**config.mk**
```make
export PLATFORM = sky130hd
export DESIGN_NAME = wb_arbiter_flat
export DESIGN_NICKNAME = d
export VERILOG_FILES = /design/src/rtl/wb_arbiter_if.sv /design/src/rtl/wb_arbiter.sv /design/src/flat_wrapper.sv
export SDC_FILE = /design/constraint.sdc
export NUM_CORES = 1
export LEC_CHECK = 0
export BUFFER_PORTS_ARGS = -buffer_cell sky130_fd_sc_hd__buf_4
export CAP_MARGIN = 20
export CORE_MARGIN = 1
export CORE_UTILIZATION = 50
export DETAILED_ROUTE_END_ITERATION = 8
export PLACE_DENSITY = 0.78
export SETUP_SLACK_MARGIN = 0.05
export SLEW_MARGIN = 20
export SYNTH_ARGS = -nofsm -noshare
export SYNTH_HDL_FRONTEND = slang
export SYNTH_SLANG_ARGS = --single-unit
```
**constraint.sdc**
```tcl
create_clock -name clk -period 7.4 [get_ports clk]
set_input_delay 1.11 -clock clk [delete_from_list [all_inputs] [get_ports clk]]
set_output_delay 1.11 -clock clk [all_outputs]
set_load 0.02 [all_outputs]
```
**src/rtl/wb_arbiter_if.sv**
```systemverilog
// Write-back arbiter bus bundle: pipe write, long-latency result
// stream, regfile write port and hazard/stall status.
interface wb_arbiter_if #(
  parameter int ADDR_W = 5,
  parameter int DATA_W = 32
);
  logic                 pipe_we_i;
  logic [ADDR_W-1:0]    pipe_waddr_i;
  logic [DATA_W-1:0]    pipe_wdata_i;
  logic                 lu_issue_i;
  logic [ADDR_W-1:0]    lu_issue_addr_i;
  logic                 lu_valid_i;
  logic                 lu_ready_o;
  logic [ADDR_W-1:0]    lu_waddr_i;
  logic [DATA_W-1:0]    lu_wdata_i;
  logic                 we_o;
  logic [ADDR_W-1:0]    waddr_o;
  logic [DATA_W-1:0]    wdata_o;
  logic [2**ADDR_W-1:0] pend_o;
  logic                 stall_req_o;

  modport slave (
    input  pipe_we_i, pipe_waddr_i, pipe_wdata_i,
    input  lu_issue_i, lu_issue_addr_i,
    input  lu_valid_i, lu_waddr_i, lu_wdata_i,
    output lu_ready_o,
    output we_o, waddr_o, wdata_o,
    output pend_o, stall_req_o
  );

  modport master (
    output pipe_we_i, pipe_waddr_i, pipe_wdata_i,
    output lu_issue_i, lu_issue_addr_i,
    output lu_valid_i, lu_waddr_i, lu_wdata_i,
    input  lu_ready_o,
    input  we_o, waddr_o, wdata_o,
    input  pend_o, stall_req_o
  );
endinterface

```
**src/rtl/wb_arbiter.sv**
```systemverilog
// Write-back arbiter: pipe writes win the regfile port, long-latency
// results queue in a FIFO and drain on idle pipe cycles.
module wb_arbiter #(
  parameter int ADDR_W     = 5,
  parameter int DATA_W     = 32,
  parameter int FIFO_DEPTH = 4,
  parameter int STARVE_MAX = 8
) (
  input logic         clk,
  input logic         rst,
  wb_arbiter_if.slave bus
);
  localparam int PTR_W = $clog2(FIFO_DEPTH);
  localparam int CNT_W = PTR_W + 1;
  localparam int SV_W  = $clog2(STARVE_MAX + 1);
  localparam int NREG  = 2 ** ADDR_W;

  logic [ADDR_W-1:0] addr_q [FIFO_DEPTH];
  logic [DATA_W-1:0] data_q [FIFO_DEPTH];

  logic [PTR_W-1:0] wr_ptr_q, rd_ptr_q;
  logic [CNT_W-1:0] cnt_q, cnt_d;
  logic             ready_q, ready_d;
  logic [SV_W-1:0]  starve_q, starve_d;
  logic             stall_q, stall_d;
  logic [NREG-1:0]  pend_q, pend_d;

  logic              pipe_wr;
  logic              push;
  logic              pop;
  logic              blocked;
  logic              lu_wr;
  logic [ADDR_W-1:0] head_addr;
  logic [DATA_W-1:0] head_data;

  assign head_addr = addr_q[rd_ptr_q];
  assign head_data = data_q[rd_ptr_q];

  // Gating with rst keeps the write port quiet while reset is held.
  assign pipe_wr = rst & bus.pipe_we_i
                 & (bus.pipe_waddr_i != '0);
  assign push    = bus.lu_valid_i & ready_q;
  assign pop     = (cnt_q != '0) & ~pipe_wr;
  assign blocked = (cnt_q != '0) & pipe_wr;
  assign lu_wr   = pop & (head_addr != '0);

  always_comb begin
    bus.we_o    = 1'b0;
    bus.waddr_o = '0;
    bus.wdata_o = '0;
    if (pipe_wr) begin
      bus.we_o    = 1'b1;
      bus.waddr_o = bus.pipe_waddr_i;
      bus.wdata_o = bus.pipe_wdata_i;
    end else if (lu_wr) begin
      bus.we_o    = 1'b1;
      bus.waddr_o = head_addr;
      bus.wdata_o = head_data;
    end
  end

  assign bus.lu_ready_o  = ready_q;
  assign bus.stall_req_o = stall_q;
  assign bus.pend_o      = pend_q;

  always_comb begin
    cnt_d   = cnt_q + CNT_W'(push) - CNT_W'(pop);
    ready_d = cnt_d < CNT_W'(FIFO_DEPTH);
  end

  // Set after clear so an issue racing its own retirement stays pending.
  always_comb begin
    pend_d = pend_q;
    if (lu_wr)
      pend_d[head_addr] = 1'b0;
    if (bus.lu_issue_i && bus.lu_issue_addr_i != '0)
      pend_d[bus.lu_issue_addr_i] = 1'b1;
    pend_d[0] = 1'b0;
  end

  always_comb begin
    starve_d = '0;
    if (blocked) begin
      if (starve_q == SV_W'(STARVE_MAX))
        starve_d = starve_q;
      else
        starve_d = starve_q + SV_W'(1);
    end
    stall_d = stall_q | (starve_d == SV_W'(STARVE_MAX));
    if (pop)
      stall_d = 1'b0;
  end

  always_ff @(posedge clk or negedge rst) begin
    if (!rst) begin
      wr_ptr_q <= '0;
      rd_ptr_q <= '0;
      cnt_q    <= '0;
      ready_q  <= 1'b0;
      starve_q <= '0;
      stall_q  <= 1'b0;
      pend_q   <= '0;
    end else begin
      if (push)
        wr_ptr_q <= wr_ptr_q + PTR_W'(1);
      if (pop)
        rd_ptr_q <= rd_ptr_q + PTR_W'(1);
      cnt_q    <= cnt_d;
      ready_q  <= ready_d;
      starve_q <= starve_d;
      stall_q  <= stall_d;
      pend_q   <= pend_d;
    end
  end

  always_ff @(posedge clk) begin
    if (push) begin
      addr_q[wr_ptr_q] <= bus.lu_waddr_i;
      data_q[wr_ptr_q] <= bus.lu_wdata_i;
    end
  end
endmodule

```
**src/flat_wrapper.sv**
```systemverilog
// flat-port wrapper written by rule: the top's interface ports become plain ports
module wb_arbiter_flat 
#(
  parameter int ADDR_W     = 5,
  parameter int DATA_W     = 32,
  parameter int FIFO_DEPTH = 4,
  parameter int STARVE_MAX = 8
)
  (clk, rst, bus_pipe_we_i, bus_pipe_waddr_i, bus_pipe_wdata_i, bus_lu_issue_i, bus_lu_issue_addr_i, bus_lu_valid_i, bus_lu_waddr_i, bus_lu_wdata_i, bus_lu_ready_o, bus_we_o, bus_waddr_o, bus_wdata_o, bus_pend_o, bus_stall_req_o);
  wb_arbiter_if #(.ADDR_W(ADDR_W), .DATA_W(DATA_W)) bus_i ();
  input logic clk;
  input logic rst;
  input wire logic [$bits(bus_i.pipe_we_i)-1:0] bus_pipe_we_i;
  input wire logic [$bits(bus_i.pipe_waddr_i)-1:0] bus_pipe_waddr_i;
  input wire logic [$bits(bus_i.pipe_wdata_i)-1:0] bus_pipe_wdata_i;
  input wire logic [$bits(bus_i.lu_issue_i)-1:0] bus_lu_issue_i;
  input wire logic [$bits(bus_i.lu_issue_addr_i)-1:0] bus_lu_issue_addr_i;
  input wire logic [$bits(bus_i.lu_valid_i)-1:0] bus_lu_valid_i;
  input wire logic [$bits(bus_i.lu_waddr_i)-1:0] bus_lu_waddr_i;
  input wire logic [$bits(bus_i.lu_wdata_i)-1:0] bus_lu_wdata_i;
  output wire logic [$bits(bus_i.lu_ready_o)-1:0] bus_lu_ready_o;
  output wire logic [$bits(bus_i.we_o)-1:0] bus_we_o;
  output wire logic [$bits(bus_i.waddr_o)-1:0] bus_waddr_o;
  output wire logic [$bits(bus_i.wdata_o)-1:0] bus_wdata_o;
  output wire logic [$bits(bus_i.pend_o)-1:0] bus_pend_o;
  output wire logic [$bits(bus_i.stall_req_o)-1:0] bus_stall_req_o;
  assign bus_i.pipe_we_i = bus_pipe_we_i;
  assign bus_i.pipe_waddr_i = bus_pipe_waddr_i;
  assign bus_i.pipe_wdata_i = bus_pipe_wdata_i;
  assign bus_i.lu_issue_i = bus_lu_issue_i;
  assign bus_i.lu_issue_addr_i = bus_lu_issue_addr_i;
  assign bus_i.lu_valid_i = bus_lu_valid_i;
  assign bus_i.lu_waddr_i = bus_lu_waddr_i;
  assign bus_i.lu_wdata_i = bus_lu_wdata_i;
  assign bus_lu_ready_o = bus_i.lu_ready_o;
  assign bus_we_o = bus_i.we_o;
  assign bus_waddr_o = bus_i.waddr_o;
  assign bus_wdata_o = bus_i.wdata_o;
  assign bus_pend_o = bus_i.pend_o;
  assign bus_stall_req_o = bus_i.stall_req_o;
  wb_arbiter #(.ADDR_W(ADDR_W), .DATA_W(DATA_W), .FIFO_DEPTH(FIFO_DEPTH), .STARVE_MAX(STARVE_MAX)) u_core (.clk(clk), .rst(rst), .bus(bus_i));
endmodule
```
Yosys cells after proc, flatten, opt, wreduce, memory -nomap -nowiden
Memory sizes are Yosys's and may differ from the RTL's.
Cells that the tools add are included.
Cells by class
  div/mod/pow operators: 0
  magnitude comparators: 5
  bitwise logic cells: 11
  multiplexer cells: 17
  reduce and logical (&&, ||, !) cells: 7
  add/subtract/negate cells: 5
  $mul: 0
  equality and inequality tests: 2
  shift operators: 0
Operators with widths (number)
  32-bit 2-to-1 mux: 4
  32-bit AND: 1
  32-bit NOT: 1
  32-bit OR: 1
  5-bit nonzero test: 3
  5-bit by 6-bit < comparator with 1-bit output, second input constant: 2
  1-bit demux with 5-bit select: 2
  5-bit by 1-bit greater-or-equal comparator with 1-bit output, second input constant: 2
  5-bit 2-to-1 mux: 2
  4-bit equality test, second input constant: 2
  4-bit 2-to-1 mux: 2
  1-bit 2-to-1 mux: 7
  1-bit AND: 6
  2-bit by 1-bit adder with 2-bit output, second input constant: 2
  4-bit by 1-bit adder with 4-bit output, second input constant: 1
  3-bit by 1-bit adder with 3-bit output: 1
  1-bit logical AND: 3
  3-bit < comparator, second input constant: 1
  3-bit nonzero test: 1
  3-bit by 1-bit subtractor with 3-bit output: 1
  1-bit NOT: 1
  1-bit OR: 1
Storage, ports and cells
  input port bits: 84
  memories: 2
  bits in registers: 44
  memory bits (writable): 148
  memory bits (read-only): 0
  latch bits: 0
  logic and storage cells: 56
Memory list
  u_core.data_q: words 4, bits a word 32, rd ports 1, clocked after memory_dff 0, wr ports 1, line wb_arbiter.sv:19  | logic [DATA_W-1:0] data_q [FIFO_DEPTH];
  u_core.addr_q: words 4, bits a word 5, rd ports 1, clocked after memory_dff 0, wr ports 1, line wb_arbiter.sv:18  | logic [ADDR_W-1:0] addr_q [FIFO_DEPTH];

Longest topological paths before layout
Gate-level depths: netlist of run 1.
An unclocked memory read counts as a cell.
  depth in word-level cells: 10
  mapped depth: 12
  depth with buffers taken out: 10

Least setup slack after synthesis of run 1
OpenSTA, ideal clock, no wires.
  path kind: input -> output
  from: in bus_pipe_waddr_i[4]
  to: out bus_wdata_o[10]
  required time: 6290 ps
  cell stages on the path: 6
  setup slack: 3424 ps
  path buffers: 2
  data arrival time: 2866 ps
  cells stage by stage: o311ai_0 and3_1 buf_2 buf_2 nand2_1 o21ai_0
On the way
  longest elaborated chain between the ends: 7
Ends and longest elaborated chain
  start: declaration: line flat_wrapper.sv:14  | input wire logic [$bits(bus_i.pipe_waddr_i)-1:0] bus_pipe_waddr_i;
  5-bit nonzero test *: line wb_arbiter.sv:41  | & (bus.pipe_waddr_i != '0);
  1-bit AND *: line wb_arbiter.sv:41
  1-bit NOT: line wb_arbiter.sv:43  | assign pop = (cnt_q != '0) & ~pipe_wr;
  1-bit AND: line wb_arbiter.sv:43
  1-bit AND: line wb_arbiter.sv:45  | assign lu_wr = pop & (head_addr != '0);
  32-bit 2-to-1 mux: line wb_arbiter.sv:55  | end else if (lu_wr) begin
  32-bit 2-to-1 mux *: line wb_arbiter.sv:51  | if (pipe_wr) begin
  end: declaration: line flat_wrapper.sv:24  | output wire logic [$bits(bus_i.wdata_o)-1:0] bus_wdata_o;
Every way passes the cells marked *; elsewhere a longest branch is shown, timed or not.

Worst setup path in the final report of run 1
  from: reg u_core.rd_ptr_q[0]
  to: out bus_wdata_o[5]
On the way
  longest elaborated chain between the ends: 5
Ends and longest elaborated chain
  start: declaration: line wb_arbiter.sv:21  | logic [PTR_W-1:0] wr_ptr_q, rd_ptr_q;
  start signal: assignment: line wb_arbiter.sv:107  | rd_ptr_q <= rd_ptr_q + PTR_W'(1);
  memory read 4 x 5 bit
  5-bit nonzero test: line wb_arbiter.sv:45
  1-bit AND: line wb_arbiter.sv:45
  32-bit 2-to-1 mux *: line wb_arbiter.sv:55
  32-bit 2-to-1 mux *: line wb_arbiter.sv:51
Marks and branches as above.

==> impl_metrics.py, run 1 <==
metrics = {
    "status": {
        "status": "completed",
    },
    "placed_design": {
        "io_buffers": 154,
        "dpl_cell_area_um2": 9400,
        "place_congestion": 0.904,
        "dp.cells": 874,
        "dpl.hpwl_mm": 11.0,
    },
    "floorplanning": {
        "start_util": 0.512,
        "pin_count": 156,
        "rows": 46,
        "die_h_um": 130,
        "die-area_um2": 16800,
        "die_x_um": 130,
        "design.core.area_um2": 15900,
    },
    "yosys": {
        "yosysWarnings": 0,
        "yosysMostFrequentCell": "edfxtp_1",
        "synth_fp_nets": 626,
        "syn_inst": 534,
        "ys_ff_latch": 192,
        "synth_cell_types": 46,
        "yosysTopAreaCell": "edfxtp_1",
        "synth_top_area_frac": 0.547,
        "ys_seq_area_frac": 0.682,
        "synthTopCellsByArea": "edfxtp_1, dfrtp_1, mux4_2",
        "synth_ff_type": "edfxtp_1",
        "async_flop_share": 0.229,
        "synth_edf_count": 148,
        "syn_area_per_cell_um2": 15.2,
        "yosys-top-cells-count": "edfxtp_1, nand2_1, dfrtp_1",
        "synth_area_um2": 8130,
    },
    "detailed_routing": {
        "wl_per_cell_um": 19.5,
        "via_count": 5150,
        "routed_wirelength_mm": 17.7,
        "drtIter0Drc": 414,
        "ant_nets": 0,
        "drc_errors": 0,
        "drtPass1Iterations": 5,
        "vias_per_cell": 5.69,
    },
    "critical_path": {
        "worstPathRequired_ns": 6.29,
        "cp_slowest_cell": "mux4_1",
        "r2r_setup_slack_ns": 4.21,
        "cp_max_fo": 33,
        "path_depth": 6,
        "reg2reg_depth": 5,
        "start_kind": "register",
        "critPathTopFamily": "simple AND/OR/NAND/NOR gates",
        "critPathKind": "register to primary output",
        "path_buf_inv": 2,
        "endpoint_kind": "primary output",
        "path_common_cell": "buf_4",
        "arrival_ns": 3.89,
        "crit_chain": "buf_4 > mux4_1 > or2_1 > nor2_8 > o21ai_0 > buf_4",
        "cpPeakStageDelay_ns": 0.83,
    },
    "min_path": {
        "hp-class": "register to register",
        "min_path_cells": 2,
    },
    "timing": {
        "setup-tns-final_ns": 0,
        "max_clock_freq_mhz": 200,
        "slew-limit-headroom": 0.309,
        "worst_pin_slew_ns": 1.04,
        "setup_viol": 0,
        "slew_violations": 0,
        "finalHoldViolCount": 0,
        "finalClockSkew_ns": 0.00824,
        "period_needed_ns": 5.00,
        "period_share": 0.675,
        "rsz0062_at_grt": "no",
    },
    "grt": {
        "gr-usage-all-layers": 0.223,
        "grt_pass1_wl_mm": 27.4,
        "grt_pass1_vias": 5268,
        "antenna_found_initial": 0,
        "overflow": 0,
        "grt_max_degree": 48,
    },
    "finish": {
        "fill_cells": 1199,
        "n_antenna_cell": 0,
        "fin_area_um2": 9950,
        "drive_gt1_frac": 0.356,
        "fin_nets": 769,
        "final-instance-count-excl-fill": 905,
        "synthToLayoutAreaGrowth_pct": 22.4,
    },
    "cts": {
        "cts_buffers": 17,
        "cts_resized": 0,
        "cts-root-buf": "clkbuf_16",
        "hold_buffers": 0,
        "path_clk_slew_ns": 0.06,
        "cts_setup_buffers": 0,
        "cts_buffer_depth": 2,
        "cts_tree": "built",
        "clkSinkCount": 192,
        "h-tree-depth": 4,
        "insertion_delay_ns": 0.42,
    },
    "power_and_ir_drop": {
        "total_power_uw": 3890,
        "peakVddDrop_mv": 0.238,
        "power_leakage_uw": 0.00381,
        "powerDensity_nw_per_um2": 391,
    },
    "run": {
        "maxCapViolCount": 0,
    },
}
-- through the flow --
| stage | hold slack [ns] | utilization | setup WS (ns) |
|---|---|---|---|
| CTS | 0.509 | 0.627 | 2.28 |
| finish | 0.509 | 0.627 | 2.40 |
| detailed placement | 0.494 | 0.592 | 2.76 |
| global placement | 0.480 | 0.592 | 2.82 |
| global route | 0.532 | 0.627 | 2.03 |
| floorplan | 0.498 | - | 3.42 |
-- flip-flops by register name, indices dropped and copies added (netlist names) --
| name | count |
|---|---|
| u_core.addr_q | 20 |
| u_core.starve_q | 4 |
| u_core.cnt_q | 3 |
| u_core.bus.lu_ready_o | 1 |
| u_core.bus.pend_o | 31 |
| u_core.data_q | 128 |
| u_core.wr_ptr_q | 2 |
| u_core.bus.stall_req_o | 1 |
| u_core.rd_ptr_q | 2 |
-- layer usage --
metal | track usage | share of wire | routed length [um]
met5 | 0 | 0 | 0
met1 | 0.279 | 0.40 | 7130
met2 | 0.373 | 0.50 | 8900
met3 | 0.0648 | 0.074 | 1310
met4 | 0.0834 | 0.019 | 330
-- power breakdown --
group	switching (uW)	leakage [uW]	internal [uW]
Sequential	170	0.00189	1400
Clock	374	0.000259	493
Combinational	830	0.00167	629
Total	1370	0.00381	2520
-- layout make-up --
class | instances | area (um^2) | share of cell area
flip-flops and latches | 192 | 5550 | 0.557
well taps | 216 | 270 | 0.0271
inverters | 9 | 33.8 | 0.00339
repair buffers | 156 | 1170 | 0.118
clock buffers | 20 | 437 | 0.0439
clock inverters | 11 | 116 | 0.0117
multi-input cells | 301 | 2380 | 0.239
-- tightest hold or removal path, cell delays in order (launching register included) --
cell	delay, ns
dfrtp_1	0.35
o31ai_1	0.07
nand2_1	0.06
-- cells in the final DEF, fill, tap and decap left out, types with 4 or more instances in the layout --
master / count
buf_4: 156
edfxtp_1: 148
nand2_1: 111
dfrtp_1: 42
mux4_2: 36
o21ai_0: 36
o31ai_1: 28
clkbuf_16: 17
o21ai_2: 9
inv_1: 8
ha_1: 7
nor2_1: 6
nand3_1: 5
xnor2_1: 5
or3_1: 4
and3_1: 4
nand3b_1: 4
nand2b_1: 4
clkinv_1: 4
o41ai_1: 4
and3_2: 4
-- logic make-up after synthesis --
family | Yosys count | share of synthesized area
DFF | 192 | 0.682
and+or+nand+nor | 161 | 0.0945
AOI/OAI and AO/OA | 86 | 0.0719
buffers and inverters | 41 | 0.0262
muxes | 38 | 0.104
adders and majority gates | 8 | 0.0132
xor gates and xnor gates | 7 | 0.00754
other | 1 | 0.000461
-- path summary, 6_finish.rpt --
path | from | end
worst max-delay path | u_core.rd_ptr_q[0]$_DFFE_PN0P_ | bus_wdata_o[5]
worst min register to register | u_core.bus.pend_o[12]$_DFF_PN0_ | u_core.bus.pend_o[12]$_DFF_PN0_
worst max register to register | u_core.rd_ptr_q[0]$_DFFE_PN0P_ | u_core.bus.pend_o[27]$_DFF_PN0_
min in group asynchronous | rst | u_core.bus.pend_o[21]$_DFF_PN0_
worst min-delay path | u_core.bus.pend_o[12]$_DFF_PN0_ | u_core.bus.pend_o[12]$_DFF_PN0_
max in group asynchronous | rst | u_core.rd_ptr_q[0]$_DFFE_PN0P_
(Power assumes the default switching activity.)
==> inputs of run 2 (changes only) <==
==> constraint.sdc (replaced) <==
create_clock -name clk -period 4.7 [get_ports clk]
set_input_delay 0.705 -clock clk [delete_from_list [all_inputs] [get_ports clk]]
set_output_delay 0.705 -clock clk [all_outputs]
set_load 0.02 [all_outputs]
==> run 2 against run 1 <==
Against the previous run: clock power is 64% higher; register-to-register slack got worse by 2.2 ns; combinational power increased by 66%; critical path depth is 1 lower; final cell count rose by 0.55%; core utilization grew 0.35 points; first-iteration DRC count is 20% lower; via count is 0.70% lower; flip-flop and latch count stayed put; sequential power up 52%; critical endpoint is now bus_wdata_o[10]; largest cell class unchanged; count of clock-buffer cells in the layout rose by 2.
==> impl_metrics.py, run 2 (synthesis results as in run 1) <==
metrics = {
    "min_path": {
        "hp-class": "input pin to asynchronous set/reset pin",
    },
    "power_and_ir_drop": {
        "power_leakage_uw": 0.00385,
        "powerDensity_nw_per_um2": 623,
        "peakVddDrop_mv": 0.329,
    },
    "finish": {
        "layout_common_cells": "buf_4, edfxtp_1, nand2_1",
        "multi_input_area_um2": 2380,
        "final-instance-count-excl-fill": 910,
        "largest_register_ffs": 128,
        "fin_nets": 773,
        "regArea_um2": 5550,
        "mostFrequentLayoutCell": "buf_4",
        "regMostFlops": "u_core.data_q",
        "drive_gt1_frac": 0.357,
        "fill_cells": 1203,
        "synthToLayoutAreaGrowth_pct": 23.1,
        "n_antenna_cell": 0,
    },
    "timing": {
        "fin_ws_ns": 0.655,
        "max_clock_freq_mhz": 247,
        "setup_viol": 0,
        "slew-limit-headroom": 0.269,
        "finalHoldViolCount": 0,
        "slew_violations": 0,
        "finalClockSkew_ns": 0.0184,
        "period_needed_ns": 4.05,
        "setup-tns-final_ns": 0,
        "worst_pin_slew_ns": 1.09,
        "rsz0062_at_grt": "no",
        "period_share": 0.861,
    },
    "detailed_routing": {
        "wl_per_cell_um": 19.9,
        "via_count": 5114,
        "drtIter0Drc": 333,
        "ant_nets": 0,
        "vias_per_cell": 5.62,
        "drc_errors": 0,
        "drtPass1Iterations": 5,
        "routed_wirelength_mm": 18.1,
    },
    "cts": {
        "cts_buffer_depth": 2,
        "path_clk_slew_ns": 0.07,
        "h-tree-depth": 4,
        "cts_buffers": 17,
        "insertion_delay_ns": 0.43,
        "clkSinkCount": 192,
        "cts-root-buf": "clkbuf_16",
        "cts_resized": 0,
        "hold_buffers": 0,
        "cts_tree": "built",
        "cts_setup_buffers": 0,
    },
    "floorplanning": {
        "die_x_um": 130,
        "start_util": 0.512,
        "design.core.area_um2": 15900,
        "die-area_um2": 16800,
        "pin_count": 156,
        "rows": 46,
        "die_h_um": 130,
    },
    "critical_path": {
        "endpoint_kind": "primary output",
        "start_kind": "register",
        "cp_slowest_cell": "mux4_1",
        "path_depth": 5,
        "critPathTopFamily": "simple AND/OR/NAND/NOR gates",
        "path_buf_inv": 1,
        "cpPeakStageDelay_ns": 0.87,
        "crit_chain": "mux4_1 > or2_1 > nor2_8 > o21ai_0 > buf_4",
        "critPathKind": "register to primary output",
        "worstPathRequired_ns": 3.99,
        "arrival_ns": 3.34,
        "cp_max_fo": 33,
        "reg2reg_depth": 4,
    },
    "grt": {
        "grt_max_degree": 48,
        "antenna_found_initial": 0,
        "grt_pass1_wl_mm": 27.9,
        "grt_pass1_vias": 5235,
        "gr-usage-all-layers": 0.228,
        "overflow": 0,
    },
    "placed_design": {
        "io_buffers": 154,
        "place_ws_ns": 1.09,
        "dp.cells": 878,
        "place_congestion": 0.846,
        "dpl.hpwl_mm": 11.4,
    },
    "run": {
        "maxCapViolCount": 0,
    },
    "status": {
        "status": "completed",
    },
}
-- run 2: worst paths after layout --
check | startpoint | to | slack, ns
setup / recovery | u_core.rd_ptr_q[0]$_DFFE_PN0P_ | bus_wdata_o[10] | 0.65
hold / removal | rst | u_core.bus.pend_o[22]$_DFF_PN0_ | 0.29
setup reg to reg | u_core.rd_ptr_q[0]$_DFFE_PN0P_ | u_core.bus.pend_o[27]$_DFF_PN0_ | 1.99
hold reg to reg | u_core.bus.stall_req_o$_DFF_PN0_ | u_core.bus.stall_req_o$_DFF_PN0_ | 0.49
max in group asynchronous | rst | u_core.rd_ptr_q[0]$_DFFE_PN0P_ | 3.97
min in group clk | bus_lu_wdata_i[13] | u_core.data_q[3][13]$_DFFE_PP_ | 0.48
-- run 2: cell type report --
| type | count | share of cell area |
|---|---|---|
| timing repair buffer | 160 | 0.120 |
| clock inverter | 10 | 0.0135 |
| clock buffer | 22 | 0.0444 |
| tap | 216 | 0.0270 |
| multi-input combinational | 301 | 0.238 |
| sequential | 192 | 0.554 |
| inverter | 9 | 0.00337 |
-- run 2: layer usage --
metal	track usage	part of all wire	vias to the layer above
li1	-	-	2314
met2	0.392	0.51	217
met5	0	0	-
met1	0.291	0.42	2568
met3	0.0516	0.067	15
met4	0.0698	0.0086	0
-- run 2: where the power goes --
group	total, uW	switching, uW	internal (uW)
clock	1420	589	836
combinational	2420	1420	1000
sequential	2390	191	2200
-- run 2: per-stage QoR --
stage          power [uW]   util  hold WS, ns  area [um^2]
2_1_floorplan        3940      -        0.409         8130
3_3_place_gp         4770  0.594        0.482         9430
3_5_place_dp         4840  0.594        0.480         9430
4_1_cts              6270  0.630        0.305        10000
5_1_grt              6530  0.630        0.330        10000
6_report             6240  0.630        0.288        10000
-- run 2: worst reg2reg max path, cell delays in order (launching register included) --
cell and delay [ns]:
dfrtp_2 0.55, mux4_1 0.73, nand4_2 0.56, o41ai_1 0.55, o21ai_0 0.18
==> inputs of run 3 (changes only) <==
--- a/config.mk
+++ b/config.mk
@@ -7,6 +7,7 @@
 export LEC_CHECK = 0
 export BUFFER_PORTS_ARGS = -buffer_cell sky130_fd_sc_hd__buf_4
 export CAP_MARGIN = 20
+export CORE_ASPECT_RATIO = 1.2
 export CORE_MARGIN = 1
 export CORE_UTILIZATION = 50
 export DETAILED_ROUTE_END_ITERATION = 8
==> constraint.sdc (replaced) <==
create_clock -name clk -period 5.2 [get_ports clk]
set_input_delay 0.78 -clock clk [delete_from_list [all_inputs] [get_ports clk]]
set_output_delay 0.78 -clock clk [all_outputs]
set_load 0.02 [all_outputs]
==> run 3 against run 2 <==
Against the previous run: count of clock-buffer cells in the layout grew 1; critical path depth unchanged; non-clock buffer count down 3; worst setup slack improved by 0.29 ns; wire length is 2.9% lower; highest routed layer unchanged.
==> impl_metrics.py, run 3 (synthesis results as in run 1) <==
metrics = {
    "detailed_routing": {
        "route.met3.wl_mm": 1.20,
        "drtIter0Drc": 465,
        "ant_nets": 0,
        "vias_per_cell": 5.74,
        "routed_wirelength_mm": 17.6,
        "drtPass1Iterations": 4,
        "drt-met1-wl_mm": 7.04,
        "wl_met2_mm": 8.97,
        "wl_per_cell_um": 19.5,
        "via_count": 5159,
        "drc_errors": 0,
        "highest_layer": "met4",
    },
    "cts": {
        "cts_tree": "built",
        "h-tree-depth": 4,
        "cts_buffers": 17,
        "cts_buffer_depth": 2,
        "clkSinkCount": 192,
        "insertion_delay_ns": 0.42,
        "cts-root-buf": "clkbuf_16",
        "cts_resized": 0,
        "hold_buffers": 0,
        "path_clk_slew_ns": 0.06,
        "cts_setup_buffers": 0,
    },
    "timing": {
        "setup_viol": 0,
        "slew_violations": 0,
        "setup-tns-final_ns": 0,
        "finalHoldViolCount": 0,
        "max_clock_freq_mhz": 235,
        "period_needed_ns": 4.26,
        "rsz0062_at_grt": "no",
        "period_share": 0.818,
        "finalClockSkew_ns": 0.00742,
        "worst_pin_slew_ns": 1.02,
        "slew-limit-headroom": 0.322,
    },
    "grt": {
        "grt_pass1_vias": 5414,
        "grt_max_degree": 48,
        "overflow": 0,
        "antenna_found_initial": 0,
        "gr-usage-all-layers": 0.222,
        "grt_pass1_wl_mm": 28.1,
    },
    "finish": {
        "fin_area_um2": 9940,
        "synthToLayoutAreaGrowth_pct": 22.3,
        "largest_register_ffs": 128,
        "n_antenna_cell": 0,
        "mostFrequentLayoutCell": "buf_4",
        "layout_common_cells": "buf_4, edfxtp_1, nand2_1",
        "fin_nets": 770,
        "drive_gt1_frac": 0.365,
        "final-instance-count-excl-fill": 899,
        "regMostFlops": "u_core.data_q",
        "final_util": 0.631,
    },
    "critical_path": {
        "reg2reg_depth": 10,
        "endpoint_kind": "primary output",
        "cp_max_fo": 33,
        "arrival_ns": 3.48,
        "worstPathRequired_ns": 4.42,
        "r2r_setup_slack_ns": 2.32,
        "r2r-start": "u_core.cnt_q[1]$_DFF_PN0_",
        "reg2reg_to": "u_core.cnt_q[2]$_DFF_PN0_",
        "start_kind": "register",
        "critPathKind": "register to primary output",
    },
    "floorplanning": {
        "die_h_um": 142,
        "start_util": 0.516,
        "die-area_um2": 16800,
        "pin_count": 156,
        "rows": 50,
        "die_x_um": 118,
        "design.core.area_um2": 15800,
    },
    "power_and_ir_drop": {
        "p_clk_frac": 0.216,
        "combPwrFrac": 0.385,
        "power_frac_seq": 0.399,
        "p_int_uw": 3550,
        "total_power_uw": 5500,
        "sw_frac_of_total": 0.355,
        "p_switching_uw": 1960,
        "powerDensity_nw_per_um2": 553,
        "peakVddDrop_mv": 0.296,
        "power_leakage_uw": 0.00383,
    },
    "placed_design": {
        "io_buffers": 154,
        "dp.cells": 867,
        "place_congestion": 0.887,
        "dpl.hpwl_mm": 11.4,
        "dpl_cell_area_um2": 9400,
    },
    "status": {
        "status": "completed",
    },
    "min_path": {
        "hp-class": "input pin to asynchronous set/reset pin",
    },
    "run": {
        "maxCapViolCount": 0,
    },
}
run 3: cell types whose count changed in the layout (fill, tap and decap cells not counted), moves of 2 or more:
cell | before | now
buf_4 | 160 | 157
bufinv_16 | 3 | 0
clkbuf_1 | 5 | 1
clkbuf_2 | 0 | 2
clkinv_1 | 4 | 1
clkinv_2 | 0 | 5
run 3: through the flow:
stage / hold slack, ns / worst slack [ns]
floorplan: 0.484 / 1.88
global placement: 0.482 / 1.32
detailed placement: 0.483 / 1.19
CTS: 0.361 / 0.870
global route: 0.392 / 0.672
finish: 0.357 / 0.945
run 3: final cells by class:
type	count	area [um^2]
fillers	1161	5820
inverters	9	33.8
multi-input cells	301	2380
clock inverters	9	58.8
well taps	208	260
repair buffers	157	1180
flip-flops and latches	192	5550
clock buffers	23	485
run 3: worst max-delay path by stage:
stage / from / to / slack (ns) / cells after the start
floorplan: bus_pipe_waddr_i[4] / bus_wdata_o[10] / 1.88 / 6
global placement: bus_pipe_waddr_i[4] / bus_wdata_o[1] / 1.32 / 7
detailed placement: bus_pipe_waddr_i[4] / u_core.cnt_q[2]$_DFF_PN0_ / 1.19 / 11
CTS: u_core.rd_ptr_q[0]$_DFFE_PN0P_ / bus_wdata_o[12] / 0.87 / 5
global route: u_core.rd_ptr_q[0]$_DFFE_PN0P_ / bus_wdata_o[7] / 0.67 / 5
finish: u_core.rd_ptr_q[0]$_DFFE_PN0P_ / bus_wdata_o[12] / 0.94 / 5
run 3: metal layers:
metal,track usage,vias to the layer above
met1,0.270,2579
met2,0.376,240
met5,0,-
met4,0.101,0
met3,0.0551,25
li1,-,2315
run 3: power by group through the flow:
stage	combinational [uW]	sequential [uW]	clock (uW)
floorplan	1290	2270	0
global placement	2080	2200	0
detailed placement	2130	2230	0
CTS	2130	2200	1210
global route	2270	2230	1270
finish	2120	2190	1190
run 3: critical path: stages, from the launching register on:
cell and delay [ns]:
dfrtp_2 0.82, mux4_1 0.86, or2_1 0.48, nor2_8 0.50, o21ai_0 0.19, buf_4 0.19
